## config.mk

```make
export PLATFORM = sky130hd
export DESIGN_NAME = pipe_skid_stage
export DESIGN_NICKNAME = d
export VERILOG_FILES = /design/src/rtl/pipe_skid_stage.sv
export SDC_FILE = /design/constraint.sdc
export NUM_CORES = 1
export LEC_CHECK = 0
export CAP_MARGIN = 25
export CORE_UTILIZATION = 50
export CTS_BUF_LIST = sky130_fd_sc_hd__clkbuf_16
export DETAILED_ROUTE_END_ITERATION = 10
export GPL_TIMING_DRIVEN = 0
export PLACE_DENSITY = 0.8
export SYNTH_ARGS = -nofsm -noshare
export SYNTH_HDL_FRONTEND = slang
export SYNTH_SLANG_ARGS = --single-unit
```

## constraint.sdc

```tcl
create_clock -name clk_i -period 2.8 [get_ports clk_i]
set_input_delay 0.84 -clock clk_i [delete_from_list [all_inputs] [get_ports clk_i]]
set_output_delay 0.84 -clock clk_i [all_outputs]
set_load 0.01 [all_outputs]
```

## src/rtl/pipe_skid_stage.sv

```systemverilog
// pipe_skid_stage: elastic pipeline-stage register with a 2-entry skid buffer.
// Carries a control bundle, an instruction word and an opaque payload over a
// valid/ready handshake. Ready toward upstream is registered, so downstream
// back-pressure never forms a combinational path through this stage.
// A bubble (reset, flush or empty stage) shows all-zero control and NOP_INSTR.
// Optional build macro: PIPE_SKID_STAGE_STATS_EN adds stall/flush counters.
module pipe_skid_stage #(
    parameter int                 CTRL_W    = 8,
    parameter int                 INSTR_W   = 32,
    parameter int                 DATA_W    = 96,
    parameter logic [INSTR_W-1:0] NOP_INSTR = 32'h00000013
) (
    input  logic               clk_i,
    input  logic               rst_i,
    input  logic               flush_i,
    input  logic               s_valid_i,
    output logic               s_ready_o,
    input  logic [CTRL_W-1:0]  s_ctrl_i,
    input  logic [INSTR_W-1:0] s_instr_i,
    input  logic [DATA_W-1:0]  s_data_i,
    output logic               m_valid_o,
    input  logic               m_ready_i,
    output logic [CTRL_W-1:0]  m_ctrl_o,
    output logic [INSTR_W-1:0] m_instr_o,
    output logic [DATA_W-1:0]  m_data_o
`ifdef PIPE_SKID_STAGE_STATS_EN
    ,
    output logic [15:0]        stall_cnt_o,
    output logic [15:0]        flush_cnt_o
`endif
);

    typedef enum logic [1:0] {
        S_EMPTY = 2'd0,
        S_ONE   = 2'd1,
        S_TWO   = 2'd2
    } state_t;

    state_t               r_state;
    logic                 r_mValid;
    logic                 r_sReady;
    logic [CTRL_W-1:0]    r_mainCtrl;
    logic [INSTR_W-1:0]   r_mainInstr;
    logic [DATA_W-1:0]    r_mainData;
    logic [CTRL_W-1:0]    r_skidCtrl;
    logic [INSTR_W-1:0]   r_skidInstr;
    logic [DATA_W-1:0]    r_skidData;

    logic                 w_accept;
    logic                 w_drain;

    assign w_accept  = s_valid_i & r_sReady;
    assign w_drain   = r_mValid & m_ready_i;

    assign s_ready_o = r_sReady;
    assign m_valid_o = r_mValid;
    assign m_ctrl_o  = r_mainCtrl;
    assign m_instr_o = r_mainInstr;
    assign m_data_o  = r_mainData;

    // Occupancy FSM; main register always holds the bubble pattern when empty,
    // so outputs come straight from flops. Reset and flush both force a bubble.
    always_ff @(posedge clk_i) begin
        if (rst_i || flush_i) begin
            r_state     <= S_EMPTY;
            r_mValid    <= 1'b0;
            r_sReady    <= 1'b1;
            r_mainCtrl  <= '0;
            r_mainInstr <= NOP_INSTR;
            r_mainData  <= '0;
            r_skidCtrl  <= '0;
            r_skidInstr <= NOP_INSTR;
            r_skidData  <= '0;
        end else begin
            case (r_state)
                S_EMPTY: begin
                    if (w_accept) begin
                        r_state     <= S_ONE;
                        r_mValid    <= 1'b1;
                        r_mainCtrl  <= s_ctrl_i;
                        r_mainInstr <= s_instr_i;
                        r_mainData  <= s_data_i;
                    end
                end
                S_ONE: begin
                    if (w_accept && w_drain) begin
                        r_mainCtrl  <= s_ctrl_i;
                        r_mainInstr <= s_instr_i;
                        r_mainData  <= s_data_i;
                    end else if (w_accept) begin
                        r_state     <= S_TWO;
                        r_sReady    <= 1'b0;
                        r_skidCtrl  <= s_ctrl_i;
                        r_skidInstr <= s_instr_i;
                        r_skidData  <= s_data_i;
                    end else if (w_drain) begin
                        r_state     <= S_EMPTY;
                        r_mValid    <= 1'b0;
                        r_mainCtrl  <= '0;
                        r_mainInstr <= NOP_INSTR;
                    end
                end
                S_TWO: begin
                    if (w_drain) begin
                        r_state     <= S_ONE;
                        r_sReady    <= 1'b1;
                        r_mainCtrl  <= r_skidCtrl;
                        r_mainInstr <= r_skidInstr;
                        r_mainData  <= r_skidData;
                    end
                end
                default: begin
                    r_state     <= S_EMPTY;
                    r_mValid    <= 1'b0;
                    r_sReady    <= 1'b1;
                    r_mainCtrl  <= '0;
                    r_mainInstr <= NOP_INSTR;
                end
            endcase
        end
    end

`ifdef PIPE_SKID_STAGE_STATS_EN
    logic [15:0] r_stallCnt;
    logic [15:0] r_flushCnt;

    assign stall_cnt_o = r_stallCnt;
    assign flush_cnt_o = r_flushCnt;

    // Saturating stall and flush counters; only reset clears them.
    always_ff @(posedge clk_i) begin
        if (rst_i) begin
            r_stallCnt <= '0;
            r_flushCnt <= '0;
        end else begin
            if (r_mValid && !m_ready_i && (r_stallCnt != 16'hFFFF)) begin
                r_stallCnt <= r_stallCnt + 16'd1;
            end
            if (flush_i && r_mValid && (r_flushCnt != 16'hFFFF)) begin
                r_flushCnt <= r_flushCnt + 16'd1;
            end
        end
    end
`endif

endmodule

```

==> summary.txt, run 1 <==
Outcome
  – Status: finished clean

Hold path
  – Min-delay worst type: register to register
  – Hold Path Cell Cnt: 2
  – HP Start: r_skidData[9]$_SDFFE_PP0P_
  – Worst Hold Endpoint: r_skidData[9]$_SDFFE_PP0P_

Critical path
  – R2r worst-path depth: 7
  – Critical Path AT: roughly 2.9 ns
  – Crit Reg-Reg Endpoint: r_skidInstr[14]$_SDFFE_PP0P_
  – Worst r2r src: r_state[0]$_SDFFE_PP0P_
  – Worst Path Max Fanout: 10
  – Slowest cell on crit path: clkbuf_1
  – Critical Path Stages: 6
  – Worst path top cell family by delay: buffers and inverters
  – Worst path max stage delay: 0.61 ns
  – Kind of critical path: input port to register
  – Worst reg-to-reg setup slack: 0.87 ns
  – CP most frequent cell: clkbuf_1
  – Crit path buf inv count: 4
  – CP Capture Type: register
  – Req. time, crit path: roughly 3.2 ns
  – Crit-path cells: clkdlybuf4s50_1 -> or2_1 -> buf_2 -> clkbuf_1 -> clkbuf_1 -> a211oi_2
  – CP Launch Type: input port

Synth
  – Synth Register Bits: between 200 and 300
  – EDFF count, synth: 0
  – Synth top area share: about 47%
  – Synthesized area: approximately 12000 um^2
  – Yosys top cell by area: dfxtp_1
  – Ranking of synthesized cells by area: dfxtp_1, mux2i_1, a211oi_2
  – Sequential area share after synthesis: around 47%
  – Primary FF master, synth: dfxtp_1
  – Async SR Flop Fraction: 0%
  – Syn Nets: approximately 1400
  – Ys Warns: 0
  – Syn avg cell area: between 9 and 10 um^2
  – Cells after synthesis: about 1200
  – Distinct cells, synth: 38

STA
  – Hold WS: 0.454 ns
  – Fmax: roughly 0.40 GHz
  – RSZ-0062 raised after global routing: no
  – Final cycle utilization of the critical path: approximately 89%
  – Pins Over Slew Limit: 0
  – Slew Limit Headroom: between 40% and 50%
  – Setup Viol. Count Final: 0
  – Hold Violations, Final: 0
  – Setup TNS: 0 ns
  – Period minus WS final: 2.50 ns
  – Slew @ Worst Pin: about 0.79 ns
  – Clock skew: 0.00613 ns

Layout
  – Inserted Diodes: 0
  – Register Area: approximately 5500 um^2
  – Nets: 1697
  – P&R area growth vs syn: 34.6%
  – Final Util: slightly below 70%
  – Commonest non-fill, non-tap cell in the layout: nand2_1
  – Footprint of the multi-input gates: ~5500 um^2
  – Most frequent cells in the layout: nand2_1, clkdlybuf4s50_1, dfxtp_1
  – # fillers: about 1800
  – Layout cells sized above 1: 13.2%

Routing
  – Vias per cell: ~5.4
  – Vias: 10200
  – Detailed router's first-iteration violation count: 516
  – WL/cell: between 15 and 20 um
  – DRC viols: 0
  – Routed wire length: 32800 um
  – Antenna-violating nets left: 0
  – Drt first pass iters: 5

CTS
  – CTS tree: yes
  – Clk sink count: between 200 and 300
  – Insertion delay to the later sink of the worst-skew pair: ~0.54 ns
  – Clock buffer depth: 3
  – Hold-fix buffers, CTS: 0
  – Clk pin slew, worst setup/hold paths: ~0.060 ns
  – H-tree depth: 1
  – Post-CTS Setup Inserts: 0
  – Post-CTS sizing: 0
  – CTS Root Buffer Type: clkbuf_16
  – CTS buffer count: 29

Floorplan
  – Die footprint: approximately 24000 um^2
  – IO Pins: 279
  – Core area: approximately 23000 um^2
  – Die W: between 150 and 200 um
  – Die Height: about 160 um
  – # rows: 55
  – Initial cell density of the core: around half

Global routing
  – Global-route wire length before repair: between 50000 and 60000 um
  – Pin count of the biggest net entering global routing: 15
  – Gr usage total: a little over a quarter
  – Antenna violations before repair: 2
  – Grt total ovfl: 0
  – Vias in the first global route: just under 10000

Placed design
  – Port bufs: between 200 and 300
  – Placer Congestion: 0.844
  – Dpl hpwl: ~23000 um

Pwr
  – Worst vdd ir: ~0.46 mV
  – Leak: a little over 0.006 uW
  – PD cells: between 500 and 600 nW/um^2

Run
  – Max-cap violations: 0
metrics by stage:
stage	setup WS [ns]	std cells	instance area (um^2)	total power [uW]
2_1_floorplan	0.818	1247	11700	4760
3_3_place_gp	-0.303	1838	14900	5330
3_5_place_dp	-0.345	1838	14900	5340
4_1_cts	0.236	1891	15800	8910
5_1_grt	0.180	1891	15800	9190
6_report	0.299	1891	15800	8880
flip-flops by register name, summed over array words and instances, names as in the netlist:
| register | cells |
|---|---|
| m_instr_o | 32 |
| r_skidCtrl | 8 |
| r_skidData | 96 |
| r_state | 2 |
| m_ctrl_o | 8 |
| r_skidInstr | 32 |
| m_valid_o | 1 |
| m_data_o | 96 |
| s_ready_o | 1 |
cell families (layout without fill, tap and decap cells):
group / count (synthesis) / count (layout) / share of synthesized area [%]
flops: 276 / 276 / 47.2
mux: 133 / 133 / 11.4
simple gates: 398 / 398 / 13.2
compound gates: 324 / 324 / 22.6
xor+xnor: 1 / 1 / 0.0748
buf+inv: 115 / 446 / 5.54
power by group:
group,internal (uW),switching (uW),total (uW)
clock,2050,1570,3620
sequential,4040,61.2,4100
combinational,560,605,1170
total,6650,2240,8880
tightest hold or removal path, stage by stage (launching register included):
cell     delay, ns
dfxtp_1       0.31
nand2_1       0.05
a21oi_1       0.05
Yosys cell counts (2+ instances only):
master / n
a211oi_1: 7
a211oi_2: 90
a21oi_1: 138
a22o_1: 38
a22oi_1: 2
and2_1: 2
buf_1: 2
buf_2: 48
buf_4: 13
buf_6: 14
clkbuf_1: 33
dfxtp_1: 276
inv_1: 4
mux2i_1: 133
nand2_1: 279
nand3_1: 6
nor2_1: 102
nor3_1: 2
o21ai_0: 3
o2bb2ai_1: 37
how the worst max path moves through the flow:
stage,startpoint,end,slack [ns]
finish,flush_i,m_data_o[55]$_SDFFE_PP0P_,0.30
global route,rst_i,m_data_o[73]$_SDFFE_PP0P_,0.18
CTS,flush_i,m_data_o[55]$_SDFFE_PP0P_,0.24
detailed placement,flush_i,m_data_o[55]$_SDFFE_PP0P_,-0.34
global placement,flush_i,m_data_o[56]$_SDFFE_PP0P_,-0.30
floorplan,flush_i,m_data_o[47]$_SDFFE_PP0P_,0.82
routing by layer:
metal | share of wire, % | up-vias | GRT usage, %
li1 | - | 4967 | -
met1 | 43 | 4855 | 34.1
met2 | 47 | 330 | 44.4
met3 | 7.1 | 59 | 5.74
met4 | 2.4 | 4 | 7.50
met5 | 0.082 | - | 0
cell type report:
type,instances,share of cell area (%)
well taps,313,2.48
repair buffers,278,17.6
inverters,4,0.0952
clock buffers,29,4.60
clock inverters,24,0.992
plain buffers,111,4.02
flip-flops and latches,276,35.0
multi-input cells,856,35.1
Note: power is estimated with default switching activity, not from simulation.
==> inputs of run 2 (changes only) <==
- CORE_MARGIN: default -> 8
- CTS_CLUSTER_DIAMETER: default -> 50
==> summary.txt, run 2 (synthesized netlist as in run 1, its figures left out) <==
Outcome
  – Status: finished clean

Routing
  – Detailed router's first-iteration violation count: 708
  – Vias per cell: 5.35
  – Met1 Wirelength: 14900 um
  – WL/cell: around 18 um
  – Vias: just over 10000
  – Routed wire length: between 30000 and 40000 um
  – Routed wl met3: roughly 2600 um
  – DRC viols: 0
  – Drt first pass iters: 5
  – Top layer in use: met5
  – Metal2 WL: 16400 um
  – Antenna-violating nets left: 0

Global routing
  – Pin count of the biggest net entering global routing: 15
  – Gr usage total: between 20% and 30%
  – Vias in the first global route: around 10000
  – Global-route wire length before repair: 54100 um
  – Grt total ovfl: 0
  – Antenna violations before repair: 3

Critical path
  – CP Capture Type: register
  – CP Launch Type: input port
  – Crit Reg-Reg Endpoint: r_skidInstr[14]$_SDFFE_PP0P_
  – Worst reg-to-reg setup slack: around 0.89 ns
  – Worst Path Max Fanout: 10
  – R2r worst-path depth: 7
  – Critical Path AT: just under 3 ns
  – Worst r2r src: r_state[0]$_SDFFE_PP0P_
  – Req. time, crit path: 3.19 ns
  – Kind of critical path: input port to register

STA
  – Final cycle utilization of the critical path: 91.2%
  – Period minus WS final: ~2.6 ns
  – Setup Viol. Count Final: 0
  – Hold Violations, Final: 0
  – Clock skew: ~0.011 ns
  – RSZ-0062 raised after global routing: no
  – Hold WS: approximately 0.45 ns
  – Pins Over Slew Limit: 0
  – Slew @ Worst Pin: between 0.8 and 0.9 ns
  – Slew Limit Headroom: a little under half
  – Fmax: 0.392 GHz

Hold path
  – Worst Hold Endpoint: r_skidData[93]$_SDFFE_PP0P_
  – Min-delay worst type: register to register
  – Hold Path Cell Cnt: 2
  – HP Start: r_skidData[93]$_SDFFE_PP0P_

CTS
  – Post-CTS sizing: 0
  – Post-CTS Setup Inserts: 0
  – Clk pin slew, worst setup/hold paths: ~0.06 ns
  – Hold-fix buffers, CTS: 0
  – H-tree depth: 1
  – Insertion delay to the later sink of the worst-skew pair: approximately 0.54 ns
  – CTS Root Buffer Type: clkbuf_16
  – CTS buffer count: 30
  – Clk sink count: 276
  – Clock buffer depth: 3
  – CTS tree: yes

Floorplan
  – Die Height: between 150 and 200 um
  – IO Pins: roughly 280
  – Initial cell density of the core: roughly half
  – Die footprint: 28600 um^2
  – # rows: between 50 and 60
  – Die W: around 170 um
  – Core area: about 23000 um^2

Run
  – Max-cap violations: 0

Placed design
  – Placer Congestion: roughly 0.84
  – Dpl hpwl: 24800 um
  – Port bufs: 278

Layout
  – Nets: around 1700
  – P&R area growth vs syn: 35.3%
  – Layout cells sized above 1: about an eighth
  – Most frequent cells in the layout: nand2_1, clkdlybuf4s50_1, dfxtp_1
  – Commonest non-fill, non-tap cell in the layout: nand2_1

Pwr
  – Leak: approximately 0.006 uW
  – Worst vdd ir: around 0.57 mV
  – Design Power: about 9100 uW
  – PD cells: about 570 nW/um^2
## run 2: per-stage QoR
stage / instance area (um^2) / setup TNS, ns / cells / setup WS [ns] / util [%]
after floorplan: 11700 / 0 / 1247 / 0.818 / -
after global placement: 14900 / -32.59 / 1844 / -0.304 / 64.0
after detailed placement: 14900 / -44.42 / 1844 / -0.410 / 64.0
after CTS: 15800 / 0 / 1897 / 0.162 / 68.1
after global routing: 15800 / 0 / 1898 / 0.0506 / 68.1
final: 15800 / 0 / 1898 / 0.246 / 68.1
## run 2: cell type report
class	count	area, um^2
inverter	4	15.0
multi-input combinational	856	5540
clock buffer	31	776
buffer	111	634
fill	1864	7420
antenna	1	2.50
tap	319	399
clock inverter	22	170
timing repair buffer	278	2780
sequential	276	5530
## run 2: worst max-delay path, stage by stage
cell             delay (ns)
clkdlybuf4s50_1        0.47
or2_1                  0.10
buf_2                  0.26
clkbuf_1               0.56
clkbuf_1               0.65
a211oi_2               0.05
## run 2: worst max path at each step
stage	startpoint	end	depth (start not counted)
final	flush_i	m_data_o[81]$_SDFFE_PP0P_	6
after global routing	flush_i	m_data_o[81]$_SDFFE_PP0P_	6
after floorplan	flush_i	m_data_o[47]$_SDFFE_PP0P_	5
after global placement	flush_i	m_data_o[83]$_SDFFE_PP0P_	6
after detailed placement	flush_i	m_data_o[81]$_SDFFE_PP0P_	6
after CTS	flush_i	m_data_o[81]$_SDFFE_PP0P_	6
## run 2: report_power, final
group / leakage (uW) / internal, uW / switching (uW)
Sequential: 0.00224 / 4040 / 60.2
Combinational: 0.00338 / 560 / 613
Clock: 0.000506 / 2250 / 1550
## run 2: routing by layer
metal	vias up	GRT usage, %
met5	-	0
met4	4	6.62
met3	58	6.62
met2	293	38.7
met1	4835	28.4
li1	4963	-
